==> src/rtl/devil_pkg.sv <==
// devil_pkg: shared definitions for the devil controller snoop front end.
//   - snoop_state_t : capture FSM state encoding (IDLE, ISSUE, BUSY, BYPASS)
//   - snoop_entry_t : FIFO entry layout {match, acsnoop[3:0], acaddr}
//   - register bit constants for the global enable and the type wildcard
package devil_pkg;

  localparam int ACE_ADDR_W         = 44;
  localparam int DEVIL_EN_BIT       = 10;
  localparam int SNOOP_WILDCARD_BIT = 4;

  typedef enum logic [1:0] {
    ST_IDLE   = 2'd0,
    ST_ISSUE  = 2'd1,
    ST_BUSY   = 2'd2,
    ST_BYPASS = 2'd3
  } snoop_state_t;

  // The match verdict is frozen at push time so later register writes
  // cannot reclassify a snoop that is already queued.
  typedef struct packed {
    logic                  match;
    logic [3:0]            acsnoop;
    logic [ACE_ADDR_W-1:0] acaddr;
  } snoop_entry_t;

  localparam int ENTRY_W = $bits(snoop_entry_t);

endpackage

==> src/rtl/ace_snoop_capture_fifo.sv <==
// snoop_fifo: parameterised synchronous FIFO for captured snoops.
// Ports:
//   clk, rst_n   clock, asynchronous active-low reset (empties the FIFO)
//   push, wdata  write request and data (ignored while full)
//   pop          read request (ignored while empty)
//   rdata        current head entry (valid when !empty)
//   empty, full  occupancy flags derived from the registered count
//   ready        registered "not full next cycle", used directly as acready
module snoop_fifo #(
  parameter int WIDTH      = 8,
  parameter int DEPTH_LOG2 = 2
) (
  input  logic             clk,
  input  logic             rst_n,
  input  logic             push,
  input  logic [WIDTH-1:0] wdata,
  input  logic             pop,
  output logic [WIDTH-1:0] rdata,
  output logic             empty,
  output logic             full,
  output logic             ready
);

  localparam int DEPTH = 1 << DEPTH_LOG2;

  logic [WIDTH-1:0]      mem [DEPTH];
  logic [DEPTH_LOG2-1:0] wr_ptr_q;
  logic [DEPTH_LOG2-1:0] rd_ptr_q;
  logic [DEPTH_LOG2:0]   count_q;
  logic [DEPTH_LOG2:0]   count_d;
  logic                  ready_q;
  logic                  do_push;
  logic                  do_pop;

  assign empty   = (count_q == '0);
  assign full    = (count_q == (DEPTH_LOG2+1)'(DEPTH));
  assign do_push = push && !full;
  assign do_pop  = pop && !empty;
  assign rdata   = mem[rd_ptr_q];
  assign ready   = ready_q;

  always_comb begin
    count_d = count_q;
    case ({do_push, do_pop})
      2'b10:   count_d = count_q + 1'b1;
      2'b01:   count_d = count_q - 1'b1;
      default: count_d = count_q;
    endcase
  end

  // Pointers are DEPTH_LOG2 wide so they wrap modulo the depth for free.
  // ready is computed from the next count, so a pop on a full FIFO only
  // reopens the input on the following cycle.
  always_ff @(posedge clk or negedge rst_n) begin
    if (!rst_n) begin
      wr_ptr_q <= '0;
      rd_ptr_q <= '0;
      count_q  <= '0;
      ready_q  <= 1'b0;
    end else begin
      if (do_push) wr_ptr_q <= wr_ptr_q + 1'b1;
      if (do_pop)  rd_ptr_q <= rd_ptr_q + 1'b1;
      count_q <= count_d;
      ready_q <= (count_d != (DEPTH_LOG2+1)'(DEPTH));
    end
  end

  always_ff @(posedge clk) begin
    if (do_push) mem[wr_ptr_q] <= wdata;
  end

endmodule

==> src/rtl/ace_snoop_capture.sv <==
// ace_snoop_capture: ACE AC-channel snoop capture stage of the devil controller.
// Accepts snoops, classifies them against an address window and type filter,
// queues them, and either fires the passive engine or hands them to a bypass
// responder.
// Ports:
//   ace_aclk, ace_aresetn                clock, asynchronous active-low reset
//   acvalid, acready, acaddr, acsnoop    ACE AC snoop address channel
//   i_control_reg                        bit DEVIL_EN enables matching
//   i_acsnoop_reg                        [3:0] type to match, [4] wildcard
//   i_base_addr_reg, i_addr_size_reg     match window (size 0 disables it)
//   o_acaddr_snapshot, o_acsnoop_snapshot  head entry (held while empty)
//   o_trigger_passive, i_end_passive     passive engine start pulse / done
//   o_bypass_valid, i_bypass_ready       unmatched head to bypass responder
//   o_busy                               FSM not idle
//   o_match_count, o_drop_count          saturating statistics
//   o_timeout                            sticky BUSY watchdog flag
// Optional build macro: SNOOP_WATCHDOG_EN enables the BUSY watchdog;
// without it o_timeout is tied low and BUSY waits indefinitely.
module ace_snoop_capture
  import devil_pkg::*;
#(
  parameter int C_S_AXI_DATA_WIDTH = 32,
  parameter int C_ACE_ADDR_WIDTH   = ACE_ADDR_W,
  parameter int DEVIL_EN           = DEVIL_EN_BIT,
  parameter int FIFO_DEPTH_LOG2    = 2,
  parameter int TIMEOUT_CYCLES     = 4096
) (
  input  logic                          ace_aclk,
  input  logic                          ace_aresetn,
  input  logic                          acvalid,
  output logic                          acready,
  input  logic [C_ACE_ADDR_WIDTH-1:0]   acaddr,
  input  logic [3:0]                    acsnoop,
  input  logic [C_S_AXI_DATA_WIDTH-1:0] i_control_reg,
  input  logic [C_S_AXI_DATA_WIDTH-1:0] i_acsnoop_reg,
  input  logic [C_S_AXI_DATA_WIDTH-1:0] i_base_addr_reg,
  input  logic [C_S_AXI_DATA_WIDTH-1:0] i_addr_size_reg,
  output logic [C_ACE_ADDR_WIDTH-1:0]   o_acaddr_snapshot,
  output logic [3:0]                    o_acsnoop_snapshot,
  output logic                          o_trigger_passive,
  input  logic                          i_end_passive,
  output logic                          o_bypass_valid,
  input  logic                          i_bypass_ready,
  output logic                          o_busy,
  output logic [31:0]                   o_match_count,
  output logic [31:0]                   o_drop_count,
  output logic                          o_timeout
);

  snoop_state_t state_q, state_d;

  snoop_entry_t push_entry;
  snoop_entry_t head_entry;
  logic         push;
  logic         pop;
  logic         fifo_empty;
  logic         fifo_full;

  logic [C_ACE_ADDR_WIDTH:0] addr_ext;
  logic [C_ACE_ADDR_WIDTH:0] base_ext;
  logic [C_ACE_ADDR_WIDTH:0] limit_ext;
  logic                      in_window;
  logic                      type_ok;

  logic                        end_pending_q;
  logic                        match_inc;
  logic [31:0]                 match_count_q;
  logic [31:0]                 drop_count_q;
  logic [C_ACE_ADDR_WIDTH-1:0] snap_addr_q;
  logic [3:0]                  snap_type_q;

  // Only a few register bits are meaningful; the rest are reserved.
  logic unused_regs;
  assign unused_regs = ^{i_control_reg, i_acsnoop_reg};

  assign push = acvalid && acready;

  // Window compare runs one bit wider than the address so base+size can
  // reach past the top of the 32-bit register range without wrapping.
  assign addr_ext  = {1'b0, acaddr};
  assign base_ext  = (C_ACE_ADDR_WIDTH+1)'(i_base_addr_reg);
  assign limit_ext = base_ext + (C_ACE_ADDR_WIDTH+1)'(i_addr_size_reg);
  assign in_window = (i_addr_size_reg != '0) && (addr_ext >= base_ext) &&
                     (addr_ext < limit_ext);
  assign type_ok   = i_acsnoop_reg[SNOOP_WILDCARD_BIT] ||
                     (acsnoop == i_acsnoop_reg[3:0]);

  always_comb begin
    push_entry         = '0;
    push_entry.match   = i_control_reg[DEVIL_EN] && in_window && type_ok;
    push_entry.acsnoop = acsnoop;
    push_entry.acaddr  = acaddr;
  end

  snoop_fifo #(
    .WIDTH      (ENTRY_W),
    .DEPTH_LOG2 (FIFO_DEPTH_LOG2)
  ) u_fifo (
    .clk   (ace_aclk),
    .rst_n (ace_aresetn),
    .push  (push),
    .wdata (push_entry),
    .pop   (pop),
    .rdata (head_entry),
    .empty (fifo_empty),
    .full  (fifo_full),
    .ready (acready)
  );

`ifdef SNOOP_WATCHDOG_EN
  logic [31:0] wd_cnt_q;
  logic        wd_expire;
  logic        timeout_q;
`endif

  // Next-state and per-state outputs.  The watchdog branch sits below the
  // end-of-passive test so a simultaneous done wins and raises no flag.
  always_comb begin
    state_d           = state_q;
    pop               = 1'b0;
    match_inc         = 1'b0;
    o_trigger_passive = 1'b0;
    o_bypass_valid    = 1'b0;
`ifdef SNOOP_WATCHDOG_EN
    wd_expire         = 1'b0;
`endif
    case (state_q)
      ST_IDLE: begin
        if (!fifo_empty) state_d = head_entry.match ? ST_ISSUE : ST_BYPASS;
      end
      ST_ISSUE: begin
        o_trigger_passive = 1'b1;
        match_inc         = 1'b1;
        state_d           = ST_BUSY;
      end
      ST_BUSY: begin
        if (i_end_passive || end_pending_q) begin
          pop     = 1'b1;
          state_d = ST_IDLE;
        end
`ifdef SNOOP_WATCHDOG_EN
        else if (wd_cnt_q == 32'(TIMEOUT_CYCLES - 1)) begin
          pop       = 1'b1;
          wd_expire = 1'b1;
          state_d   = ST_IDLE;
        end
`endif
      end
      ST_BYPASS: begin
        o_bypass_valid = 1'b1;
        if (i_bypass_ready) begin
          pop     = 1'b1;
          state_d = ST_IDLE;
        end
      end
      default: state_d = ST_IDLE;
    endcase
  end

  // State register plus the one-shot memory for a done pulse that lands
  // in the ISSUE cycle; it is consumed on the first BUSY cycle.
  always_ff @(posedge ace_aclk or negedge ace_aresetn) begin
    if (!ace_aresetn) begin
      state_q       <= ST_IDLE;
      end_pending_q <= 1'b0;
    end else begin
      state_q       <= state_d;
      end_pending_q <= (state_q == ST_ISSUE) && i_end_passive;
    end
  end

  // Saturating statistics counters.
  always_ff @(posedge ace_aclk or negedge ace_aresetn) begin
    if (!ace_aresetn) begin
      match_count_q <= '0;
      drop_count_q  <= '0;
    end else begin
      if (match_inc && (match_count_q != '1))
        match_count_q <= match_count_q + 1'b1;
      if (acvalid && fifo_full && (drop_count_q != '1))
        drop_count_q <= drop_count_q + 1'b1;
    end
  end

  // Remember the last head so the snapshot holds steady once the FIFO drains.
  always_ff @(posedge ace_aclk or negedge ace_aresetn) begin
    if (!ace_aresetn) begin
      snap_addr_q <= '0;
      snap_type_q <= '0;
    end else if (!fifo_empty) begin
      snap_addr_q <= head_entry.acaddr;
      snap_type_q <= head_entry.acsnoop;
    end
  end

  assign o_acaddr_snapshot  = fifo_empty ? snap_addr_q : head_entry.acaddr;
  assign o_acsnoop_snapshot = fifo_empty ? snap_type_q : head_entry.acsnoop;
  assign o_busy             = (state_q != ST_IDLE);
  assign o_match_count      = match_count_q;
  assign o_drop_count       = drop_count_q;

`ifdef SNOOP_WATCHDOG_EN
  // Watchdog counts consecutive BUSY cycles, restarting on every entry.
  always_ff @(posedge ace_aclk or negedge ace_aresetn) begin
    if (!ace_aresetn) begin
      wd_cnt_q  <= '0;
      timeout_q <= 1'b0;
    end else begin
      wd_cnt_q  <= ((state_q == ST_BUSY) && (state_d == ST_BUSY)) ?
                   wd_cnt_q + 1'b1 : '0;
      timeout_q <= timeout_q | wd_expire;
    end
  end
  assign o_timeout = timeout_q;
`else
  logic [31:0] unused_timeout;
  assign unused_timeout = 32'(TIMEOUT_CYCLES);
  assign o_timeout      = 1'b0;
`endif

endmodule

==> config.mk <==
export PLATFORM = sky130hd
export DESIGN_NAME = ace_snoop_capture
export DESIGN_NICKNAME = d
export VERILOG_FILES = /design/src/rtl/devil_pkg.sv /design/src/rtl/ace_snoop_capture_fifo.sv /design/src/rtl/ace_snoop_capture.sv
export SDC_FILE = /design/constraint.sdc
export NUM_CORES = 1
export LEC_CHECK = 0
export ABC_AREA = 1
export CAP_MARGIN = 30
export CORE_MARGIN = 2
export CORE_UTILIZATION = 30
export CTS_CLUSTER_DIAMETER = 40
export CTS_CLUSTER_SIZE = 24
export DETAILED_ROUTE_END_ITERATION = 10
export GPL_ROUTABILITY_DRIVEN = 0
export HOLD_SLACK_MARGIN = 0.03
export MAX_ROUTING_LAYER = met4
export SLEW_MARGIN = 20
export SYNTH_ARGS = -nofsm -noshare
export SYNTH_HDL_FRONTEND = slang
export SYNTH_SLANG_ARGS = --single-unit
==> constraint.sdc <==
create_clock -name ace_aclk -period 4.99 [get_ports ace_aclk]
set_input_delay 0.998 -clock ace_aclk [delete_from_list [all_inputs] [get_ports ace_aclk]]
set_output_delay 0.998 -clock ace_aclk [all_outputs]
set_load 0.02 [all_outputs]
Word level (Yosys, flattened, before mapping)
Memories as Yosys holds them, arrays and structs flattened.
Index checks and enable logic that the tools add are counted.
{"block": "totals", "mem_count": 1, "word_cells": 68, "ram_bits": 196, "out_inout_bits": 117, "ff_bits": 123, "inputBits": 181}
{"block": "classes", "order_cmp": 2, "n_eq_ne": 13, "addsub": 7, "n_reduce_logical": 20, "mux": 15}
{"name": "u_fifo.mem", "depth": 4, "width": 49, "read_ports": 1, "rd_ports_with_merged_regs": 0, "wr": 1, "line_no": "ace_snoop_capture_fifo.sv:26", "text": "logic [WIDTH-1:0] mem [DEPTH];"}
{"cell": "$add A32 B1 Y32 const B", "count": 2}
{"cell": "$ne A32 B32 Y1 const B", "count": 2}
{"cell": "$ge A44 B32 Y1", "count": 1}
{"cell": "$lt A44 B33 Y1", "count": 1}
{"cell": "$mux W44", "count": 1}
{"cell": "$add A32 B32 Y33", "count": 1}
{"cell": "$reduce_bool A32 Y1", "count": 1}
{"cell": "$logic_and A1 B1 Y1", "count": 11}
{"cell": "$mux W2", "count": 4}
{"cell": "$pmux W2 S4", "count": 1}
{"cell": "$eq A2 B2 Y1 const B", "count": 3}
{"cell": "$mux W1", "count": 6}
{"cell": "$ne A2 B2 Y1 const B", "count": 3}
{"cell": "$pmux W3 S2", "count": 1}
{"cell": "$add A2 B1 Y2 const B", "count": 2}
{"cell": "$eq A2 B1 Y1 const B", "count": 2}
{"cell": "$eq A4 B4 Y1", "count": 1}
{"cell": "$mux W4", "count": 1}
{"cell": "$add A3 B1 Y3 const B", "count": 1}
{"cell": "$eq A3 B3 Y1 const B", "count": 1}
{"cell": "$logic_not A3 Y1", "count": 1}
{"cell": "$ne A3 B3 Y1 const B", "count": 1}
{"cell": "$reduce_and A3 Y1", "count": 1}
{"cell": "$sub A3 B1 Y3 const B", "count": 1}
{"cell": "5 further kinds", "count": 7}

Logic depth before layout (Yosys ltp)
{"block": "depth", "word_depth": 7, "depth_mapped": 24, "ltp_nobuf": 24}

By module
Synthesis repeated with hierarchy kept, for this count alone.
{"block": "hier_totals", "cells_unflattened": 1995, "hier_area_um2": 17648.2}
{"module": "ace_snoop_capture", "area_per_inst_um2": 9923.3, "cells_each": 1465, "n_inst": 1}
{"module": "snoop_fifo", "area_per_inst_um2": 7724.9, "cells_each": 530, "n_inst": 1}

Worst setup path after synthesis
Ideal clock, no wire load.
{"block": "synth_path", "path_type": "input port to flip-flop", "startpoint": "input acvalid", "endpoint": "memory u_fifo.mem[0][0] in the netlist's numbering (enable)", "slack_ns": 1.212, "setup_ns": 0.456, "t_arrival_ns": 3.322, "path_stages": 2, "n_path_buf": 0, "cell_sequence": "nand3_1 > nor2_1"}
{"block": "synth_via", "elab_chain_cells": 4}
{"item": "start: declaration", "line_no": "ace_snoop_capture.sv:30", "text": "input logic acvalid,"}
{"item": "$logic_and A1 B1 Y1", "line_no": "ace_snoop_capture.sv:76", "text": "assign push = acvalid && acready;"}
{"item": "$logic_and A1 B1 Y1", "line_no": "ace_snoop_capture_fifo.sv:37", "text": "assign do_push = push && !full;"}
{"item": "$mux W1", "line_no": "ace_snoop_capture_fifo.sv:69", "text": "if (do_push) mem[wr_ptr_q] <= wdata;"}
{"item": "$mux W1 (not written as such)", "line_no": "ace_snoop_capture_fifo.sv:69"}
{"item": "end: declaration", "line_no": "ace_snoop_capture_fifo.sv:26"}
No other way between the ends.

==> key figures <==
Synth
  • Distinct cells, synth: 43
  • Synth top cells by count: nor2_1, nand2_1, edfxtp_1
  • Synth Area in XOR/XNOR: 0.0405
  • Largest cells by area after synthesis: edfxtp_1, dfrtp_1, nor2_1
  • #FFs+latches synth: 319
  • Yosys top cell area share: 0.340
  • Post-synthesis net count: 2,249
  • Adder-cell area share of the yosys netlist: 0.0767
  • Yosys top cell by area: edfxtp_1
  • Largest family of logic cells by synthesized area: simple AND/OR/NAND/NOR gates
  • Most used flip-flop cell after synthesis: edfxtp_1
  • Post-Synthesis Cells: 1,963
  • Synth Area in Compound Gates: 0.0890
  • Number of synthesized flops with an enable pin: 196
  • Post-synthesis sequential area ratio: 0.518
  • Post-synthesis simple-gate area fraction: 0.227
  • Post-synthesis mux area share: 0
  • Synth warn: 0
  • Asr flop ratio synth: 0.386
  • Most frequent cell after synthesis: nor2_1
  • Mean Syn Cell Area: 8.82 um2
  • Synthesized cell area: 17,300 um2

Layout
  • N_diodes: 0
  • Layout cells sized above 1: 0.0561
  • Nets: 2,497
  • # fillers: 5,631
  • Final Cell Area: 22,100 um2
  • Area Growth Syn to Fin: 27.7%

Worst setup path
  • Critical path type: in -> reg
  • Critical Path Source: i_base_addr_reg[0]
  • Critical Path AT: 4460 ps
  • Critical Path Stages: 25
  • Worst-path maximum fanout: 4
  • WP data required: 5290 ps
  • RR Startpoint: u_fifo.count_q[0]
  • Startpoint Class: primary input
  • Worst r2r dst: u_fifo.ready
  • Crit path capture: u_fifo.mem[1][48]
  • Max incr delay on CP: 490 ps
  • FF-to-FF path depth: 10
  • CP dominant cell by count: nand2_1
  • Critical Path Sink Type: flop
  • CP bufs+invs: 5
  • CP max stage cell: clkdlybuf4s50_1
  • Delay-heaviest family, CP: simple AND/OR/NAND/NOR gates
  • Flop-to-flop setup slack: 2430 ps

Detailed routing
  • # DRC: 0
  • Wirelength, routed: 49,500 um
  • DR iter-0 viols: 795
  • Detail Route Antenna Nets: 0
  • DR pass1 iterations: 5
  • Via count: 14,500
  • Wirelength per Cell: 16.4 um
  • Vias/cell: 4.80

CTS
  • Max Buffers Root-to-Sink: 3
  • CTS tree: done
  • Total number of H-tree levels: 2
  • Clock latency on the worst-skew pair: 570 ps
  • CTS Buf Count: 42
  • Clk sink count: 319
  • Clk slew on worst S/H paths: 50 ps
  • Post-CTS setup buffers: 0
  • Hold Buf Count CTS: 0
  • Post-cts resize count: 0
  • CTS root buffer: clkbuf_16

GRT
  • Grt met3 use: 0.0268
  • Initial antenna violation count: 0
  • GR peak layer: met2
  • Gr usage total: 0.170
  • Routing usage on met2: 0.289
  • Global-route wire length before repair: 77,500 um
  • Largest net degree at the start of global routing: 81
  • Met1 Use GR: 0.209
  • Gr ovfl total: 0
  • Vias in the first global route: 14,400

Flow run
  • Max-Cap Viols: 0

Run status
  • Status: finished, final reports clean

Floorplanning
  • I/O pins: 298
  • Core Area: 57,400 um2
  • Row count: 88
  • Die Width: 244 um
  • Initial Util: 0.302
  • DIE AREA: 59,700 um2
  • Die H: 244 um

Timing
  • Highest clock rate: 240 MHz
  • Slew HR: 0.499
  • Slew @ Worst Pin: 749 ps
  • Final worst-path cycle share: 0.834
  • Clock period minus final worst setup slack: 4160 ps
  • RSZ-0062 raised after global routing: no
  • Final count of hold timing violations: 0
  • Slew Limit Fails: 0
  • Final setup viols: 0
  • Worst Skew: 37.6 ps
  • TNS Setup: 0 ps
  • Final Worst Setup Slack: 826 ps

Placed design
  • Port bufs: 238
  • Post-DP HPWL: 36,300 um
  • Place WS: 281 ps
  • DP Area: 20,700 um2

Power
  • Power Density: 501 nW/um2
  • Pwr Total: 11.1 mW
  • Total leakage power: 8.94 nW
  • Max IR drop VDD: 395 uV

Min path
  • Hold WC Path Type: in -> async
[worst register-to-register path: stages (launching register included)]
cell and delay [ps]:
dfrtp_1 400, nor2_1 230, nand2_1 110, nand3_1 490, ha_1 260, inv_1 60, fa_1 380, a21oi_1 150
o21ai_0 110, xor2_1 180, nand2_1 70
[cell families after synthesis]
logic type,count (synthesis)
AO/OA/AOI/OAI,287
XOR/XNOR,80
adder cells (fa/ha/maj),105
buffers and inverters,220
flip-flops,319
other,1
AND/OR/NAND/NOR,951
[layer usage]
metal | vias up | share of wire
met5 | - | 0
met4 | 0 | 0.026
li1 | 7075 | -
met2 | 467 | 0.49
met1 | 6821 | 0.42
met3 | 93 | 0.067
[state kept, by name, summed over array words and instances (netlist names)]
| register | count |
|---|---|
| state_q | 2 |
| snap_addr_q | 44 |
| u_fifo.wr_ptr_q | 2 |
| snap_type_q | 4 |
| end_pending_q | 1 |
| o_drop_count | 32 |
| u_fifo.mem | 196 |
| o_match_count | 32 |
| u_fifo.ready | 1 |
| u_fifo.rd_ptr_q | 2 |
| u_fifo.count_q | 3 |
[how the worst min path moves through the flow]
stage	start	end	slack [ps]	cells past startpoint
after floorplan	u_fifo.count_q[0]	u_fifo.count_q[0]	490	1
after global placement	o_match_count[25]	o_match_count[25]	500	1
after detailed placement	o_match_count[25]	o_match_count[25]	510	1
after CTS	ace_aresetn	o_drop_count[27]	480	1
after global routing	ace_aresetn	o_drop_count[15]	510	1
final	ace_aresetn	o_drop_count[23]	480	1
[placed cells by master (no fill, tap or decap), types with 52 or more instances in the layout]
master and instances:
nor2_1 402, nand2_1 384, clkdlybuf4s50_1 237, edfxtp_1 196
inv_1 166, o21ai_0 133, dfrtp_1 121, ha_1 103
a21oi_1 76, xor2_1 52
[metrics by stage]
step           instances  hold WS, ps   util
2_1_floorplan       1963          488      -
3_3_place_gp        2930          498  0.360
3_5_place_dp        2931          510  0.360
4_1_cts             3009          482  0.385
5_1_grt             3010          514  0.386
6_report            3010          485  0.386
[power breakdown]
part           leakage (nW)  switching [mW]  internal (mW)
clock network         0.684            1.27           1.76
registers              3.34           0.206           3.45
logic                  4.91            2.78           1.62
[layout make-up]
class / instances / area (um2) / share of cell area
clock buffer: 46 / 1100 / 0.0496
timing repair buffer: 254 / 2590 / 0.117
inverter: 170 / 638 / 0.0288
multi-input combinational: 1424 / 7540 / 0.341
tap: 765 / 957 / 0.0433
clock inverter: 32 / 342 / 0.0154
sequential: 319 / 8970 / 0.405
Power figures use the tool's default switching activity.
